File: src/rtl/calc_pkg.sv
// calc_pkg: shared operation codes, key classes, scan FSM states and the keypad map
package calc_pkg;
  localparam logic [1:0] OP_NONE = 2'd0;
  localparam logic [1:0] OP_SUMA = 2'd1;
  localparam logic [1:0] OP_RESTA = 2'd2;
  localparam logic [1:0] OP_IGUAL = 2'd3;
  typedef enum logic [2:0] {K_DIGITO, K_OPER, K_IGUAL, K_BORRAR, K_NULA} clase_t;
  typedef enum logic [1:0] {SCAN, DEBOUNCE, EMIT, WAIT_RELEASE} estado_t;
  typedef struct packed {
    clase_t clase;
    logic [3:0] valor;
  } tecla_t;
  // indexed by {row, column}; operator entries carry their OP_* code in valor
  localparam tecla_t MAPA [16] = '{
    '{K_DIGITO, 4'd1}, '{K_DIGITO, 4'd2}, '{K_DIGITO, 4'd3}, '{K_OPER, {2'b00, OP_SUMA}},
    '{K_DIGITO, 4'd4}, '{K_DIGITO, 4'd5}, '{K_DIGITO, 4'd6}, '{K_OPER, {2'b00, OP_RESTA}},
    '{K_DIGITO, 4'd7}, '{K_DIGITO, 4'd8}, '{K_DIGITO, 4'd9}, '{K_IGUAL, {2'b00, OP_IGUAL}},
    '{K_BORRAR, 4'd0}, '{K_DIGITO, 4'd0}, '{K_NULA, 4'd0}, '{K_NULA, 4'd0}
  };
endpackage

File: src/rtl/contador_antirrebote.sv
// contador_antirrebote: saturating stability counter, stable_done after DEBOUNCE_CYC uncleared cycles
module contador_antirrebote #(
  parameter int DEBOUNCE_CYC = 1000
) (
  input  logic clk,
  input  logic reset,
  input  logic clear,
  output logic stable_done
);
  localparam int W = $clog2(DEBOUNCE_CYC + 1);
  logic [W-1:0] cnt;
  // count stable cycles, saturating at DEBOUNCE_CYC
  always_ff @(posedge clk or negedge reset)
    if (!reset) cnt <= '0;
    else cnt <= clear ? '0 : cnt + W'(cnt != W'(DEBOUNCE_CYC));
  assign stable_done = cnt == W'(DEBOUNCE_CYC);
endmodule

File: src/rtl/teclado_calculadora.sv
// teclado_calculadora: 4x4 keypad scanner/debouncer/classifier; KEY_REPEAT_EN enables digit auto-repeat
module teclado_calculadora
  import calc_pkg::*;
#(
  parameter int SCAN_DIV = 16,
  parameter int DEBOUNCE_CYC = 1000,
  parameter int REPEAT_CYC = 50000
) (
  input  logic       clk,
  input  logic       reset,
  input  logic [3:0] fila,
  output logic [3:0] columna,
  input  logic       ingresar_numero_1_en,
  input  logic       ingresar_numero_2_en,
  output logic [3:0] digito,
  output logic       digito_en,
  output logic       operando_en,
  output logic [1:0] que_operacion,
  output logic       igual_en,
  output logic       borrar_en
);
  localparam int DIV_W = $clog2(SCAN_DIV);
  localparam int REP_W = $clog2(REPEAT_CYC + 1);
  estado_t estado, estado_sig;
  logic [1:0] col, fila_idx;
  logic [3:0] fila_lat, objetivo;
  logic [DIV_W-1:0] div_cnt;
  logic fin_div, listo, limpiar, multiple, repetir, emit, compuerta;
  tecla_t tecla;
  assign columna = ~(4'b0001 << col);
  assign fin_div = div_cnt == DIV_W'(SCAN_DIV - 1);
  assign multiple = $countones(~fila_lat) > 1;
  assign compuerta = ingresar_numero_1_en | ingresar_numero_2_en;
  assign emit = estado_sig == EMIT;
  assign objetivo = estado == WAIT_RELEASE ? 4'hF : fila_lat;
  assign limpiar = estado == SCAN || estado_sig != estado || fila != objetivo;
  contador_antirrebote #(.DEBOUNCE_CYC(DEBOUNCE_CYC)) u_antirrebote (
    .clk(clk), .reset(reset), .clear(limpiar), .stable_done(listo)
  );
  // decode the latched row and frozen column into a key, then pick the next scan state
  always_comb begin
    fila_idx = !fila_lat[0] ? 2'd0 : !fila_lat[1] ? 2'd1 : !fila_lat[2] ? 2'd2 : 2'd3;
    tecla = MAPA[{fila_idx, col}];
    estado_sig = estado == SCAN ? ((fin_div && fila != 4'hF) ? DEBOUNCE : SCAN) :
                 estado == DEBOUNCE ? ((fila != fila_lat) ? SCAN : listo ? (multiple ? WAIT_RELEASE : EMIT) : DEBOUNCE) :
                 estado == EMIT ? WAIT_RELEASE :
                 listo ? SCAN : repetir ? EMIT : WAIT_RELEASE;
  end
`ifdef KEY_REPEAT_EN
  logic [REP_W-1:0] rep_cnt;
  logic sostenida;
  assign sostenida = estado == WAIT_RELEASE && fila == fila_lat;
  assign repetir = sostenida && rep_cnt == REP_W'(REPEAT_CYC - 1) && tecla.clase == K_DIGITO && !multiple;
  // cycles since the last emit while the same digit stays held
  always_ff @(posedge clk or negedge reset)
    if (!reset) rep_cnt <= '0;
    else rep_cnt <= estado == EMIT ? REP_W'(1) : !sostenida ? '0 : rep_cnt + REP_W'(rep_cnt != REP_W'(REPEAT_CYC));
`else
  assign repetir = REP_W == 0;
`endif
  // scan state, column rotation, key latch and registered strobes for the EMIT cycle
  always_ff @(posedge clk or negedge reset)
    if (!reset) begin
      estado <= SCAN;
      col <= 2'd0;
      div_cnt <= '0;
      fila_lat <= 4'hF;
      digito <= 4'd0;
      que_operacion <= OP_NONE;
      digito_en <= 1'b0;
      operando_en <= 1'b0;
      igual_en <= 1'b0;
      borrar_en <= 1'b0;
    end else begin
      estado <= estado_sig;
      div_cnt <= (estado == SCAN && !fin_div) ? div_cnt + DIV_W'(1) : '0;
      col <= ((estado != SCAN && estado_sig == SCAN) || (estado == SCAN && fin_div && fila == 4'hF)) ? col + 2'd1 : col;
      fila_lat <= (estado == SCAN && estado_sig == DEBOUNCE) ? fila : fila_lat;
      digito_en <= emit && tecla.clase == K_DIGITO && compuerta;
      operando_en <= emit && (tecla.clase == K_OPER || tecla.clase == K_IGUAL);
      igual_en <= emit && tecla.clase == K_IGUAL;
      borrar_en <= emit && tecla.clase == K_BORRAR;
      digito <= (emit && tecla.clase == K_DIGITO && compuerta) ? tecla.valor : digito;
      que_operacion <= (emit && (tecla.clase == K_OPER || tecla.clase == K_IGUAL)) ? tecla.valor[1:0] :
                       (emit && tecla.clase == K_BORRAR) ? OP_NONE : que_operacion;
    end
endmodule
File: config.mk
export PLATFORM = sky130hd
export DESIGN_NAME = teclado_calculadora
export DESIGN_NICKNAME = d
export VERILOG_FILES = /design/src/rtl/calc_pkg.sv /design/src/rtl/contador_antirrebote.sv /design/src/rtl/teclado_calculadora.sv
export SDC_FILE = /design/constraint.sdc
export NUM_CORES = 1
export LEC_CHECK = 0
export ABC_CLOCK_PERIOD_IN_PS = 7700
export BUFFER_PORTS_ARGS = -buffer_cell sky130_fd_sc_hd__clkbuf_2
export CAP_MARGIN = 20
export CORE_MARGIN = 2
export CORE_UTILIZATION = 49
export CTS_CLUSTER_DIAMETER = 120
export DETAILED_ROUTE_END_ITERATION = 12
export PLACE_DENSITY = 0.79
export SLEW_MARGIN = 30
export SYNTH_ARGS = -nofsm -noshare
export SYNTH_HDL_FRONTEND = slang
export SYNTH_SLANG_ARGS = --single-unit
File: constraint.sdc
create_clock -name clk -period 7.7 [get_ports clk]
set_clock_uncertainty 0.1 [all_clocks]
set_input_delay 1.54 -clock clk [delete_from_list [all_inputs] [get_ports clk]]
set_output_delay 1.54 -clock clk [all_outputs]
set_load 0.02 [all_outputs]
Yosys cells after proc, flatten, opt, wreduce, memory -nomap -nowiden. Memories as Yosys holds them, arrays and structs flattened. Cells that the tools add are included.

Register bits: 32. ROM bits: 112. Input port bits: 8. Output and inout port bits: 14. Word-level logic and storage cells: 80. Memories: 1.

Add/sub/neg operators: 6. Order comparisons: 2. Eq/ne operators: 16. Shift-type cells: 1. Multiplexer cells: 18. Bitwise logic cells: 4. Reductions and logical operators: 21.

Memories: (no name shown) (depth 16, width 7, read ports 1, clocked after memory_dff 0, write ports 0, RTL line teclado_calculadora.sv:43) `tecla = MAPA[{fila_idx, col}];`.

Operator list (count): two-way mux 2 bit (10); two-way mux 7 bit (2); logical AND 1 bit (11); adder 10 x 1 -> 10 bit (1); equality test 10 bit, second input constant (1); two-way mux 10 bit (1); inequality test 10 bit, second input constant (1); equality test 4 bit, second input constant (2); two-way mux 4 bit (2); inequality test 4 bit (2); NOT 4 bit (2); equality test 2 bit, second input constant (3); equality test 3 x 2 -> 1 bit, second input constant (2); greater-or-equal comparator 5 bit, second input constant (1); NOT 4 -> 5 bit (1); adder 1 x 1 -> 2 bit (2); adder 4 x 1 -> 4 bit, second input constant (1); equality test 2 x 1 -> 1 bit, second input constant (2); logical NOT 2 bit (2); logical OR 1 bit (4); inequality test 4 bit, second input constant (1); nonzero test 2 bit (2); << shifter 1 x 2 -> 4 bit, first input constant (1); adder 2 x 2 -> 3 bit (1); 8 further kinds (10).

Logic depth before layout (Yosys ltp).
Depth after elaboration: 13. Depth in mapped cells: 11. Mapped depth without buffers: 11.

Modules after synthesis. A second synthesis with hierarchy kept.

Cells, all modules: 169. Area, all modules: 1759.2 sq um.

Modules (own cells, without submodules): teclado_calculadora (instances 1, cells each 119, area each 1255.0 sq um, seq. area each 555.5 sq um); contador_antirrebote (instances 1, cells each 50, area each 504.2 sq um, seq. area each 250.2 sq um).

Worst setup path before layout. No wires, ideal clock.

Path type: input port to flip-flop. From: in fila[0]. To: reg digito[2]. Setup time: 0.125 ns. Arrival time: 3.246 ns. Data required time: 7.475 ns. Slack: 4.229 ns. Stages on the path: 6. Path buffers: 1. Path through: nor2b_1 > or3_1 > or4_4 > buf_6 > nor3_4 > mux2_4.

Longest elaborated chain between the ends: 7. Elaborated cells between the ends (all ways): 10. Classes of those cells: eq/ne (3); mux (4); reduce/logical (3).

Ends and longest elaborated chain: start: declaration (RTL line teclado_calculadora.sv:11) `input logic [3:0] fila,`; inequality test 4 bit, on equally long branches (RTL line teclado_calculadora.sv:45, teclado_calculadora.sv:44); two-way mux 2 bit / logical AND 1 bit (equally long branches) (RTL line teclado_calculadora.sv:45, teclado_calculadora.sv:44); two-way mux 2 bit / two-way mux 1 bit (equally long branches) (RTL line teclado_calculadora.sv:45, teclado_calculadora.sv:44); two-way mux 2 bit (*) (RTL line teclado_calculadora.sv:44) `estado_sig = estado == SCAN ? ((fin_div && fila != 4'hF) ? DEBOUNCE : SCAN) :`; equality test 2 bit (*) (RTL line teclado_calculadora.sv:34) `assign emit = estado_sig == EMIT;`; logical AND 1 bit (*) (2 in a row) (RTL line teclado_calculadora.sv:83) `digito <= (emit && tecla.clase == K_DIGITO && compuerta) ? tecla.valor : digito;`; end signal: assignment (RTL line teclado_calculadora.sv:83); end: declaration (RTL line teclado_calculadora.sv:15) `output logic [3:0] digito,`.

Every way passes the cells marked *; elsewhere a longest branch is shown, timed or not. A chain may end at the register's enable or synchronous reset.

Worst setup path after layout. Ends and elaborated chain as after synthesis.

==> metrics.cfg <==
[status]
outcome = complete, no violations

[final_layout]
final_cells = 247
antenna_cells = 0
fillCellCount = 290
layout_commonest_cell = dfrtp_1
final_util = 0.580
final_cell_mix = 28 x dfrtp_1, 23 x nor2_1, 21 x clkbuf_2
postLayoutCellArea_um2 = 1970
area_growth_pct = 11.2
seq_area_um2 = 806
multiInputGateArea_um2 = 871
nets = 220
drive_above_1_share = 0.194

[setup_path]
worst_setup_path_end_kind = flip-flop
reg2regPathDepth = 7
cp.required_ns = 7.81
crit-reg2reg-launch = u_antirrebote.cnt[1]
r2r_end = digito[2]
path_max_fanout = 6
crit_type = input port to flip-flop
rrSetupSlack_ns = 5.01
start_kind = input port
arrival_ns = 3.41

[die]
pin_count = 22
rows = 21
die_w_um = 64.1
initial_core_util = 0.522
dieArea_um2 = 4100
die_y_um = 64.1
core_area_um2 = 3390

[sta]
slew_headroom = 0.489
rsz0062_at_grt = false
period_needed_ns = 3.30
period_share = 0.429
max_freq_mhz = 303
timing.final.max_slew_violations = 0
finalSetupViolCount = 0
tightest_slew_ns = 0.767
final_hold_viol_count = 0
setup_tns_ns = 0

[detailed_routing]
drc = 0
first_iter_violations = 87
postRouteAntennaNets = 0
vias = 1322
routedWlPerCell_um = 12.6
drt-vias-per-instance = 5.35
first_pass_iters = 4
wirelength_um = 3110

[clock_network]
clock_path_buffers = 2
root_buffer = clkbuf_4
tritoncts = built
cts_num_sinks = 32
holdBufCountCts = 0
htree_levels = 2
path_clk_slew_ns = 0.09
clock_latency_ns = 0.33
cts_resized = 0
cts_setup_buffers = 0
cts_buffers = 5

[synthesis]
yosysWarningCount = 0
synth_flop_cell = dfrtp_1
async_reset_ff_frac = 1.00
synth_top_area_frac = 0.396
synth_cells = 176
ys_ff_latch = 32
synth_edf_count = 0
yosysSeqAreaShare = 0.456
avgSynthCellArea_um2 = 10.0
yosysTopAreaCell = dfrtp_1
synth_nets = 196
syn_area_um2 = 1770
yosysUniqueCellTypes = 42
synth_area_leaders = dfrtp_1 40%, ha_1 7.8%, dfstp_2 5.9%

[placement]
place_hpwl_um = 2280
dp.cells = 239
io_buffers = 21
place.gp.congestion = 0.845
place_area_um2 = 1910

[power_and_ir_drop]
p_int_uw = 336
irDropWorstVdd_v = 0.0000983
pwr-share-seq = 0.443
clockPowerShare = 0.179
total_power_uw = 550
combinationalPowerShare = 0.377
power_leakage_nw = 0.923
power_switching_uw = 215
swShare = 0.390
power_per_cell_area_nw_per_um2 = 280

[hold_path]
hold_path.class = flip-flop to flip-flop
hold_end = div_cnt[0]
whs_path_depth = 1
hold_path.startpoint = div_cnt[0]

[global_route]
grt_pass1_vias = 1309
grt_pass1_wl_um = 5540
grt_max_degree = 33
antenna_found_initial = 0
gr-total-overflow = 0
grt_usage = 0.175

[flow_run]
maxCapViolCount = 0

## cell usage after synthesis (3+ instances only)
cell,count
o22a_1,3
nor2_1,23
inv_1,18
and3_1,4
nand2_1,10
nand3_1,5
dfrtp_1,28
mux2i_1,5
dfstp_2,4
ha_1,11
xnor2_1,11
nor3_1,5
o21ai_0,9
## registers in the layout (all words and copies together), names as in the netlist
register           cells
div_cnt                4
que_operacion          2
estado                 2
digito_en              1
operando_en            1
fila_lat               4
u_antirrebote.cnt     10
digito                 4
igual_en               1
borrar_en              1
col                    2
## power groups by stage
stage	logic [mW]	clock network [mW]	registers (mW)
5_1_grt	0.236	0.112	0.251
6_report	0.208	0.0986	0.244
2_1_floorplan	0.160	0	0.236
4_1_cts	0.207	0.102	0.243
3_3_place_gp	0.199	0	0.246
3_5_place_dp	0.206	0	0.246
## worst max-delay path: stages
cell and delay (ns):
clkbuf_2 0.11, nor2b_1 0.14, or3_1 0.35, or4_4 0.59, nor3_4 0.34, mux2_4 0.34
## kinds of logic after synthesis
| logic type | count (synthesis) | share of synthesized area |
|---|---|---|
| compound gates | 25 | 0.0920 |
| flops | 32 | 0.456 |
| mux | 9 | 0.0580 |
| simple gates | 63 | 0.189 |
| buf+inv | 22 | 0.0517 |
| xor+xnor | 13 | 0.0644 |
| fa+ha+maj | 12 | 0.0892 |
## metal layers
layer	part of all wire	global-route usage	vias to the layer above	wire length (um)
met2	0.45	0.276	37	1400
met3	0.051	0.0581	12	159
met4	0.023	0.0842	0	72
li1	-	-	649	-
met1	0.47	0.214	624	1480
met5	0	0	-	0
## area by class of cell
cell class / instances / share of cell area
clock buffer: 8 / 0.0299
inverter: 18 / 0.0344
multi-input combinational: 122 / 0.443
sequential: 32 / 0.410
tap: 46 / 0.0293
timing repair buffer: 21 / 0.0535
## per-stage QoR
| step | worst slack (ns) | hold slack [ns] |
|---|---|---|
| after global routing | 4.35 | 0.408 |
| after CTS | 4.43 | 0.368 |
| final | 4.40 | 0.369 |
| after global placement | 4.10 | 0.339 |
| after floorplan | 4.23 | 0.319 |
| after detailed placement | 4.08 | 0.355 |
## worst max-delay path by stage
stage,endpoint,cells after the start,from
after floorplan,digito[2],6,fila[0]
after global placement,digito[3],6,fila[0]
after detailed placement,digito[2],6,fila[0]
after CTS,digito[2],6,fila[0]
after global routing,digito[2],6,fila[0]
final,digito[2],6,fila[0]
(Power assumes the default switching activity.)
